===== src/rtl/fetch_line_pkg.sv =====
// Shared definitions for the instruction line fetcher: bus tag, line geometry
// and the fetch FSM state encoding.
package fetch_line_pkg;

  localparam int LINE_BYTES     = 64;
  localparam int BEATS_PER_LINE = 8;
  localparam int LINE_OFF_W     = $clog2(LINE_BYTES);

  // Tag carried on every fetch request so the bus can route the response back.
  localparam logic [12:0] FETCH_TAG = 13'h1F5;

  typedef enum logic [1:0] {
    ST_REQ   = 2'd0,
    ST_RESP  = 2'd1,
    ST_DRAIN = 2'd2,
    ST_FLUSH = 2'd3
  } fetch_state_e;

endpackage


===== src/rtl/fetch_line_buf.sv =====
// One cache line of instruction storage: eight bus beats written by slot,
// read back as sixteen 32-bit instruction words.
module fetch_line_buf
  import fetch_line_pkg::*;
#(
  parameter int DATA_W = 64
) (
  input  logic              clk,
  input  logic              we_i,
  input  logic [2:0]        slot_i,
  input  logic [DATA_W-1:0] data_i,
  input  logic [3:0]        idx_i,
  output logic [31:0]       word_o
);

  logic [DATA_W-1:0] mem_q [BEATS_PER_LINE];

  // Capture a response beat into its slot; line data is never reset.
  always_ff @(posedge clk) begin
    if (we_i) begin
      mem_q[slot_i] <= data_i;
    end
  end

  // Even word indices live in the low half of a beat, odd ones in the high half.
  always_comb begin
    word_o = idx_i[0] ? mem_q[idx_i[3:1]][63:32] : mem_q[idx_i[3:1]][31:0];
  end

endmodule


===== src/rtl/fetch_line.sv =====
// Instruction fetcher: requests one 64-byte line at a time, collects its eight
// beats into a line buffer, then hands instructions to the decoder one per
// handshake. Redirects win over everything and always force a fresh fetch.
module fetch_line
  import fetch_line_pkg::*;
#(
  parameter int BUS_DATA_WIDTH = 64,
  parameter int BUS_TAG_WIDTH  = 13
) (
  input  logic                      clk,
  input  logic                      reset,
  input  logic [63:0]               entry,
  output logic                      bus_reqcyc,
  output logic [63:0]               bus_req,
  output logic [BUS_TAG_WIDTH-1:0]  bus_reqtag,
  input  logic                      bus_reqack,
  input  logic                      bus_respcyc,
  input  logic [BUS_DATA_WIDTH-1:0] bus_resp,
  output logic                      bus_respack,
  output logic [31:0]               instr,
  output logic [63:0]               instr_pc,
  output logic                      instr_valid,
  input  logic                      instr_ready,
  input  logic                      redirect,
  input  logic [63:0]               redirect_pc
);

  localparam logic [2:0] LAST_BEAT = 3'(BEATS_PER_LINE - 1);

  fetch_state_e            state_q, state_d;
  logic [63:0]             pc_q, pc_d;
  logic [63:LINE_OFF_W]    req_line_q, req_line_d;
  logic [2:0]              beat_q, beat_d;
  logic                    pend_q, pend_d;
  logic                    beat_fire;
  logic                    xfer;
  logic                    buf_we;
  logic [31:0]             buf_word;

  fetch_line_buf #(
    .DATA_W (BUS_DATA_WIDTH)
  ) u_buf (
    .clk    (clk),
    .we_i   (buf_we),
    .slot_i (beat_q),
    .data_i (bus_resp),
    .idx_i  (pc_q[5:2]),
    .word_o (buf_word)
  );

  // Bus and decoder outputs; everything is quiet while reset is held low.
  always_comb begin
    beat_fire   = bus_respcyc && (state_q == ST_RESP || state_q == ST_FLUSH);
    buf_we      = reset && bus_respcyc && (state_q == ST_RESP);
    bus_reqcyc  = reset && (state_q == ST_REQ);
    bus_req     = {req_line_q, {LINE_OFF_W{1'b0}}};
    bus_reqtag  = BUS_TAG_WIDTH'(FETCH_TAG);
    bus_respack = reset && beat_fire;
    instr_valid = reset && (state_q == ST_DRAIN) && !redirect;
    instr       = reset ? buf_word : 32'd0;
    instr_pc    = reset ? pc_q : 64'd0;
    xfer        = instr_valid && instr_ready;
  end

  // Next-state logic: per-state progress first, then redirect overrides pc.
  always_comb begin
    state_d    = state_q;
    pc_d       = pc_q;
    beat_d     = beat_q;
    pend_d     = pend_q;
    req_line_d = req_line_q;
    case (state_q)
      ST_REQ: begin
        if (bus_reqack) begin
          beat_d  = 3'd0;
          pend_d  = 1'b0;
          state_d = (pend_q || redirect) ? ST_FLUSH : ST_RESP;
        end else if (redirect) begin
          pend_d = 1'b1;
        end
      end
      ST_RESP: begin
        if (beat_fire) begin
          beat_d = beat_q + 3'd1;
        end
        // A redirect on the final beat has nothing left to flush.
        if (beat_fire && beat_q == LAST_BEAT) begin
          state_d = redirect ? ST_REQ : ST_DRAIN;
        end else if (redirect) begin
          state_d = ST_FLUSH;
        end
      end
      ST_FLUSH: begin
        if (beat_fire) begin
          beat_d = beat_q + 3'd1;
          if (beat_q == LAST_BEAT) begin
            state_d = ST_REQ;
          end
        end
      end
      ST_DRAIN: begin
        if (redirect) begin
          state_d = ST_REQ;
        end else if (xfer) begin
          pc_d = pc_q + 64'd4;
          if (pc_q[5:2] == 4'hF) begin
            state_d = ST_REQ;
          end
        end
      end
      default: state_d = ST_REQ;
    endcase
    if (redirect) begin
      pc_d = redirect_pc & ~64'd3;
    end
    // Latch the request address once on entry to REQ so it holds until ack.
    if (state_d == ST_REQ && state_q != ST_REQ) begin
      req_line_d = pc_d[63:LINE_OFF_W];
    end
  end

  // Control state register with synchronous active-low reset.
  always_ff @(posedge clk) begin
    if (!reset) begin
      state_q    <= ST_REQ;
      pc_q       <= entry & ~64'd3;
      req_line_q <= entry[63:LINE_OFF_W];
      beat_q     <= 3'd0;
      pend_q     <= 1'b0;
    end else begin
      state_q    <= state_d;
      pc_q       <= pc_d;
      req_line_q <= req_line_d;
      beat_q     <= beat_d;
      pend_q     <= pend_d;
    end
  end

endmodule

===== config.mk =====
export PLATFORM = sky130hd
export DESIGN_NAME = fetch_line
export DESIGN_NICKNAME = d
export VERILOG_FILES = /design/src/rtl/fetch_line_pkg.sv /design/src/rtl/fetch_line_buf.sv /design/src/rtl/fetch_line.sv
export SDC_FILE = /design/constraint.sdc
export NUM_CORES = 1
export LEC_CHECK = 0
export BUFFER_PORTS_ARGS = -buffer_cell sky130_fd_sc_hd__buf_2
export CAP_MARGIN = 20
export CORE_MARGIN = 4
export CORE_UTILIZATION = 50
export CTS_CLUSTER_SIZE = 25
export DETAILED_ROUTE_END_ITERATION = 7
export HOLD_SLACK_MARGIN = 0.12
export PLACE_DENSITY = 0.72
export SLEW_MARGIN = 20
export SYNTH_ARGS = -nofsm -noshare
export SYNTH_HDL_FRONTEND = slang
export SYNTH_HIERARCHICAL = 1
export SYNTH_SLANG_ARGS = --single-unit

===== constraint.sdc =====
create_clock -name clk -period 9.7 [get_ports clk]
set_input_delay 0 -clock clk [delete_from_list [all_inputs] [get_ports clk]]
set_output_delay 0 -clock clk [all_outputs]
set_load 0.1 [all_outputs]

* Word level (Yosys, flattened, before mapping) *
Memory sizes are Yosys's and may differ from the RTL's. A register that Yosys moved wholly into a read port is not among the register bits.
Cells that the tools add are included.

storage, ports and cells
  flip-flop bits (word level) = 128
  output and inout bits = 176
  RAM bits = 512
  bits in latches = 0
  input bits = 198
  memory bits (read-only) = 0
  memories kept = 1
  logic and storage cells = 73

cells by class
  divide/modulo/power cells = 0
  magnitude comparators = 0
  bitwise gates (word level) = 1
  multiplexer cells = 28
  add/sub/neg operators = 2
  reductions and logical operators = 24
  equality and inequality tests = 10
  shifts and indexed selects = 0
  $mul = 0

memory list
  name         words  bits a word  read ports  clocked after Yosys merged registers in  wr ports  line                  text
  u_buf.mem_q  8      64           1           1                                        1         fetch_line_buf.sv:16  logic [DATA_W-1:0] mem_q [BEATS_PER_LINE];

operator list
  kind                                                                     count
  64-bit two-way mux                                                       5
  58-bit two-way mux                                                       2
  64-bit by 3-bit adder with 64-bit output, second input constant          1
  32-bit two-way mux                                                       2
  2-bit two-way mux                                                        10
  1-bit logical AND                                                        10
  3-bit two-way mux                                                        3
  2-bit one-hot mux with 4 select lines                                    1
  3-bit by 1-bit inequality test with 1-bit output, second input constant  2
  3-bit one-hot mux with 2 select lines                                    1
  2-bit AND reduction                                                      3
  2-bit nonzero test                                                       3
  2-bit == test, second input constant                                     2
  4-bit == test, second input constant                                     1
  2-bit logical NOT                                                        2
  1-bit two-way mux                                                        4
  2-bit by 1-bit inequality test with 1-bit output, second input constant  2
  2-bit OR reduction                                                       2
  3-bit by 1-bit adder with 3-bit output, second input constant            1
  3-bit == test, second input constant                                     1
  3-bit AND reduction                                                      1
  2-bit by 1-bit == test with 1-bit output, second input constant          1
  1-bit logical OR                                                         2
  2-bit inequality test, second input constant                             1
  2 further kinds                                                          2

* Logic depth before layout (Yosys ltp) *
  word-level depth = 11
  gate-level depth with buffers = 8
  mapped depth without buffers = 8

* Hierarchy *
Netlist, hierarchy kept.

modules (own cells, without submodules)
  module          seq. area each (um^2)  cells each  instances  area an instance (um^2)
  fetch_line_buf  15,374.7               796         1          19,143.4
  fetch_line      3,143.0                745         1          6,882.9

* Worst setup path before layout *
OpenSTA, ideal clock, no wires.

  path type = register to register
  start = register state_q[0]
  end = memory u_buf.mem_q[0][0] (enable)
  required time = 9,135 ps
  path slack = 2,998 ps
  clock period less this slack = 6,702 ps
  path buffers = 1
  stages on the path, launching flop included = 6
  arrival = 6,137 ps
  setup time = 565 ps
  cells stage by stage = dfxtp_1 clkbuf_1 and3_1 and2b_1 nand2b_1 nor3_1

on the way
  word-level cells in the longest chain between the ends = 4

ends and longest elaborated chain
  item                                      line                  text
  from (decl)                               fetch_line.sv:30      fetch_state_e state_q, state_d;
  from (signal assigned)                    fetch_line.sv:131     state_q <= state_d;
  2-bit by 1-bit == test with 1-bit output  fetch_line.sv:54      buf_we = reset && bus_respcyc && (state_q == ST_RESP);
  1-bit logical AND                         fetch_line.sv:54
  via buf_we                                fetch_line.sv:37      logic buf_we;
  1-bit two-way mux                         fetch_line_buf.sv:20  if (we_i) begin
  1-bit two-way mux (implied by the code)   fetch_line_buf.sv:21  mem_q[slot_i] <= data_i;
  to (decl)                                 fetch_line_buf.sv:16

The timed path passes the listed nets, and every way through them passes these cells.

==> results.md <==
* IO buf count at 348
* Status: finished, final reports clean
* Number of standard cells after synthesis at 1541
* Cts bufs inserted at 66
* Pin count of the biggest net entering global routing at 110
* Mean instance size in the synthesized netlist at about 17 µm²
* Die outline area at 55800 µm²
* Highest ir drop seen on vdd at 0.251 mV
* Number of vias after detailed routing at between 15000 and 20000
* Part of the cycle the worst path needs at 0.410
* Worst-case setup margin in the final layout at 5720 ps
* Leak Pwr at 11.5 nW
* GR Util All Layers at 0.238
* Critical path fanouts, max at 70
* Asr flop ratio synth at 0
* Worst-case clock skew at 22.4 ps
* Post-cts repair resize count at 0
* First-pass DRT Iterations at 7
* Worst hold path stage count at 2
* Count of antenna-violating nets left after detailed routing at 0
* Startpoint of the worst hold path: bus_resp[47]
* Vias in the first global route at 17006
* Height of the die at 236 µm
* CTS root buffer: sky130_fd_sc_hd__clkbuf_16
* Detailed Place HPWL at a little under 40000 µm
* Clock tree from TritonCTS: yes
* Reg2Reg Depth at 8
* Longest Clk Path Bufs at 3
* Post-placement worst setup slack at 6280 ps
* Reg2Reg Launch Point: pc_q[4]
* Register bit count reported by yosys at 638
* Width of the die at approximately 240 µm
* Total overflow reported by the global router at 0
* Slew of the pin with the lowest slew margin at 1030 ps
* Reg2reg setup slack at 5950 ps
* Site row count at 83
* Pwr/cell area at 203 nW/µm²
* Worst setup path category: flip-flop to primary output
* Mean routed wirelength per cell at 23.5 µm
* Initial antenna violation count at 6
* Launching instance or port of the critical path: pc_q[4]
* Core outline area at 51400 µm²
* Count of yosys warnings during synthesis at 6
* Distinct cell type count of the synthesized netlist at 56
* Post-synth top flop: sky130_fd_sc_hd__edfxtp_1
* Setup tns final at 0 ps
* Hold-critical path endpoint: u_buf/mem_q[6][47]
* Worst slew margin at 0.316
* Worst hold-check path type: input port to flip-flop
* CTS sink count at 638
* Clock insertion delay at the later pin of the skew report at 600 ps
* Area grow syn2layout at 25.0%
* End of the worst register-to-register path: req_line_q[13]
* Setup repair after global routing missed its margin: false
* Netlist Area Pre-Place at around 26000 µm²
* Starting density of the core at 0.506
* Endpoint class of the critical path: primary output
* Count of routing violations after the opening detailed-route iteration at roughly 1600
* Maximum clock frequency at ~250 MHz
* Detailed-route DRC error count at 0
* Post-synth EDFFs at 574
* GP Congestion at roughly 0.92
* Number of ports placed on the die boundary at 374
* Worst Path Required at 9700 ps
* Maximum Capacitance Violations at 0
* Fraction of the yosys area taken by sequential cells at 0.712
* Vias per cell at 5.72
* Data arrival, critical path at 3980 ps
* Max Slew Vio Count at 0
* Final wirelength at 66600 µm
* Final critical delay including setup and external delays at 3980 ps
* Number of nets in the layout at 2303
* Layout cell share with drive strength beyond 1 at 0.290
* Deepest level of the CTS H-tree at 3
* Crit start category: flip-flop
* Final Hold Fails at 0
* Clock transition at the register clock pins on the worst setup and hold paths after CTS at 60 ps
* Final setup vio count at 0
* Global-route wire length before repair at 102000 µm
## cells by family (layout without fill, tap and decap cells)
kind of cell,count (synthesis),count (layout),share of synthesized area
muxes,133,133,0.113
xor gates and xnor gates,51,51,0.0172
adders and majority gates,3,3,0.00144
AOI/OAI and AO/OA,200,200,0.0473
DFF,638,638,0.712
and+or+nand+nor,389,389,0.0865
other,2,26,0.000289
buffers and inverters,125,715,0.0229
## area by class of cell
| type | count | area [µm²] |
|---|---|---|
| sequential | 638 | 18500 |
| antenna | 5 | 12.5 |
| clock buffer | 88 | 1800 |
| timing repair buffer | 575 | 3960 |
| multi-input combinational | 797 | 7070 |
| inverter | 24 | 90.1 |
| fill | 3676 | 18900 |
| clock inverter | 28 | 228 |
| tap | 680 | 851 |
## worst max-delay path by stage
stage                             end  slack, ps  cells past startpoint
CTS                         instr[14]       5640                      7
global placement            instr[14]       6300                      7
floorplan           u_buf/mem_q[0][0]       3000                      5
detailed placement          instr[14]       6280                      7
finish                      instr[16]       5720                      7
global route                instr[16]       5490                      7
## sequential cells by signal, indices dropped and copies added (netlist names)
register and flops:
pend_q 1, req_line_q 58, state_q 2, pc_q 62, beat_q 3, u_buf/mem_q 512
## synthesized netlist by cell type (13+ instances only)
cell type                  number  area [µm²]
sky130_fd_sc_hd__nor2b_1       46         288
sky130_fd_sc_hd__a22oi_1       64         480
sky130_fd_sc_hd__nand3_1       33         165
sky130_fd_sc_hd__edfxtp_1     574       17200
sky130_fd_sc_hd__nor3_1        28         140
sky130_fd_sc_hd__a21oi_1       44         220
sky130_fd_sc_hd__xnor2_1       34         298
sky130_fd_sc_hd__o22ai_1       13        81.3
sky130_fd_sc_hd__clkbuf_1      51         191
sky130_fd_sc_hd__nand2_1       77         289
sky130_fd_sc_hd__nand4_1       20         125
sky130_fd_sc_hd__dfxtp_1       64        1280
sky130_fd_sc_hd__nor2_1        35         131
sky130_fd_sc_hd__o21ai_0       56         280
sky130_fd_sc_hd__mux4_2       128        2880
sky130_fd_sc_hd__inv_1         23        86.3
sky130_fd_sc_hd__xor2_1        17         149
sky130_fd_sc_hd__and2_1        99         619
sky130_fd_sc_hd__buf_4         31         233
## timing repair
action                                 CTS  global route
setup buffers                            0             0
hold buffers                           197             0
endpoints found under the hold margin  650             0
## report_power, final
group	internal (mW)	total (mW)	switching [mW]
clock network	1.36	2.38	1.02
registers	3.07	3.13	0.0566
logic	0.298	1.09	0.797
## layer usage
layer	GRT usage	routed length, µm	vias to the layer above
met5	0	13	-
met4	0.0754	2040	2
met3	0.0474	5280	132
met2	0.404	33700	779
met1	0.313	25600	8150
li1	-	-	7141
## through the flow
step / instances / hold slack (ps) / util / area, µm² / power, mW
detailed placement: 2517 / 260 / 0.555 / 28500 / 4.21
finish: 2835 / 209 / 0.633 / 32500 / 6.60
CTS: 2830 / 164 / 0.632 / 32500 / 6.65
floorplan: 1560 / 98.9 / - / 26100 / 3.98
global placement: 2517 / 249 / 0.555 / 28500 / 4.20
global route: 2833 / 197 / 0.633 / 32500 / 6.83
## worst max-delay path, stage by stage (launching register included)
cell and delay [ps]:
sky130_fd_sc_hd__edfxtp_1 350, sky130_fd_sc_hd__buf_4 750, sky130_fd_sc_hd__buf_4 910, sky130_fd_sc_hd__mux4_2 380, sky130_fd_sc_hd__a22oi_1 90, sky130_fd_sc_hd__nand2_1 110
sky130_fd_sc_hd__and2_1 220, sky130_fd_sc_hd__buf_2 470
## cell usage in the layout, fill, tap and decap left out, types with 3 or more instances in the layout
| cell type | instances |
|---|---|
| sky130_fd_sc_hd__nor4_2 | 4 |
| sky130_fd_sc_hd__xnor2_1 | 34 |
| sky130_fd_sc_hd__and2_1 | 99 |
| sky130_fd_sc_hd__clkinv_2 | 6 |
| sky130_fd_sc_hd__nor3_1 | 26 |
| sky130_fd_sc_hd__nand3_1 | 33 |
| sky130_fd_sc_hd__dfxtp_1 | 64 |
| sky130_fd_sc_hd__o21ai_1 | 5 |
| sky130_fd_sc_hd__ha_1 | 3 |
| sky130_fd_sc_hd__a22oi_1 | 64 |
| sky130_fd_sc_hd__buf_2 | 347 |
| sky130_fd_sc_hd__and4_1 | 6 |
| sky130_fd_sc_hd__clkbuf_1 | 18 |
| sky130_fd_sc_hd__o22ai_1 | 13 |
| sky130_fd_sc_hd__conb_1 | 21 |
| sky130_fd_sc_hd__nor2_1 | 28 |
| sky130_fd_sc_hd__mux2_2 | 4 |
| sky130_fd_sc_hd__clkbuf_16 | 68 |
| sky130_fd_sc_hd__a21oi_1 | 44 |
| sky130_fd_sc_hd__and3_1 | 10 |
| sky130_fd_sc_hd__nor3_2 | 3 |
| sky130_fd_sc_hd__a21boi_0 | 4 |
| sky130_fd_sc_hd__o21ai_0 | 56 |
| sky130_fd_sc_hd__nor2_4 | 7 |
| sky130_fd_sc_hd__buf_4 | 29 |
| sky130_fd_sc_hd__mux4_2 | 128 |
| sky130_fd_sc_hd__diode_2 | 5 |
| sky130_fd_sc_hd__nor2b_1 | 44 |
| sky130_fd_sc_hd__nand2_1 | 77 |
| sky130_fd_sc_hd__clkinv_1 | 13 |
| sky130_fd_sc_hd__edfxtp_1 | 574 |
| sky130_fd_sc_hd__dlygate4sd3_1 | 197 |
| sky130_fd_sc_hd__o211ai_1 | 4 |
| sky130_fd_sc_hd__nor4_1 | 9 |
| sky130_fd_sc_hd__xor2_1 | 17 |
| sky130_fd_sc_hd__inv_1 | 23 |
| sky130_fd_sc_hd__nand4_1 | 20 |
| sky130_fd_sc_hd__nand2b_1 | 4 |
| sky130_fd_sc_hd__o21a_1 | 3 |
Note: power is estimated with default switching activity, not from simulation.
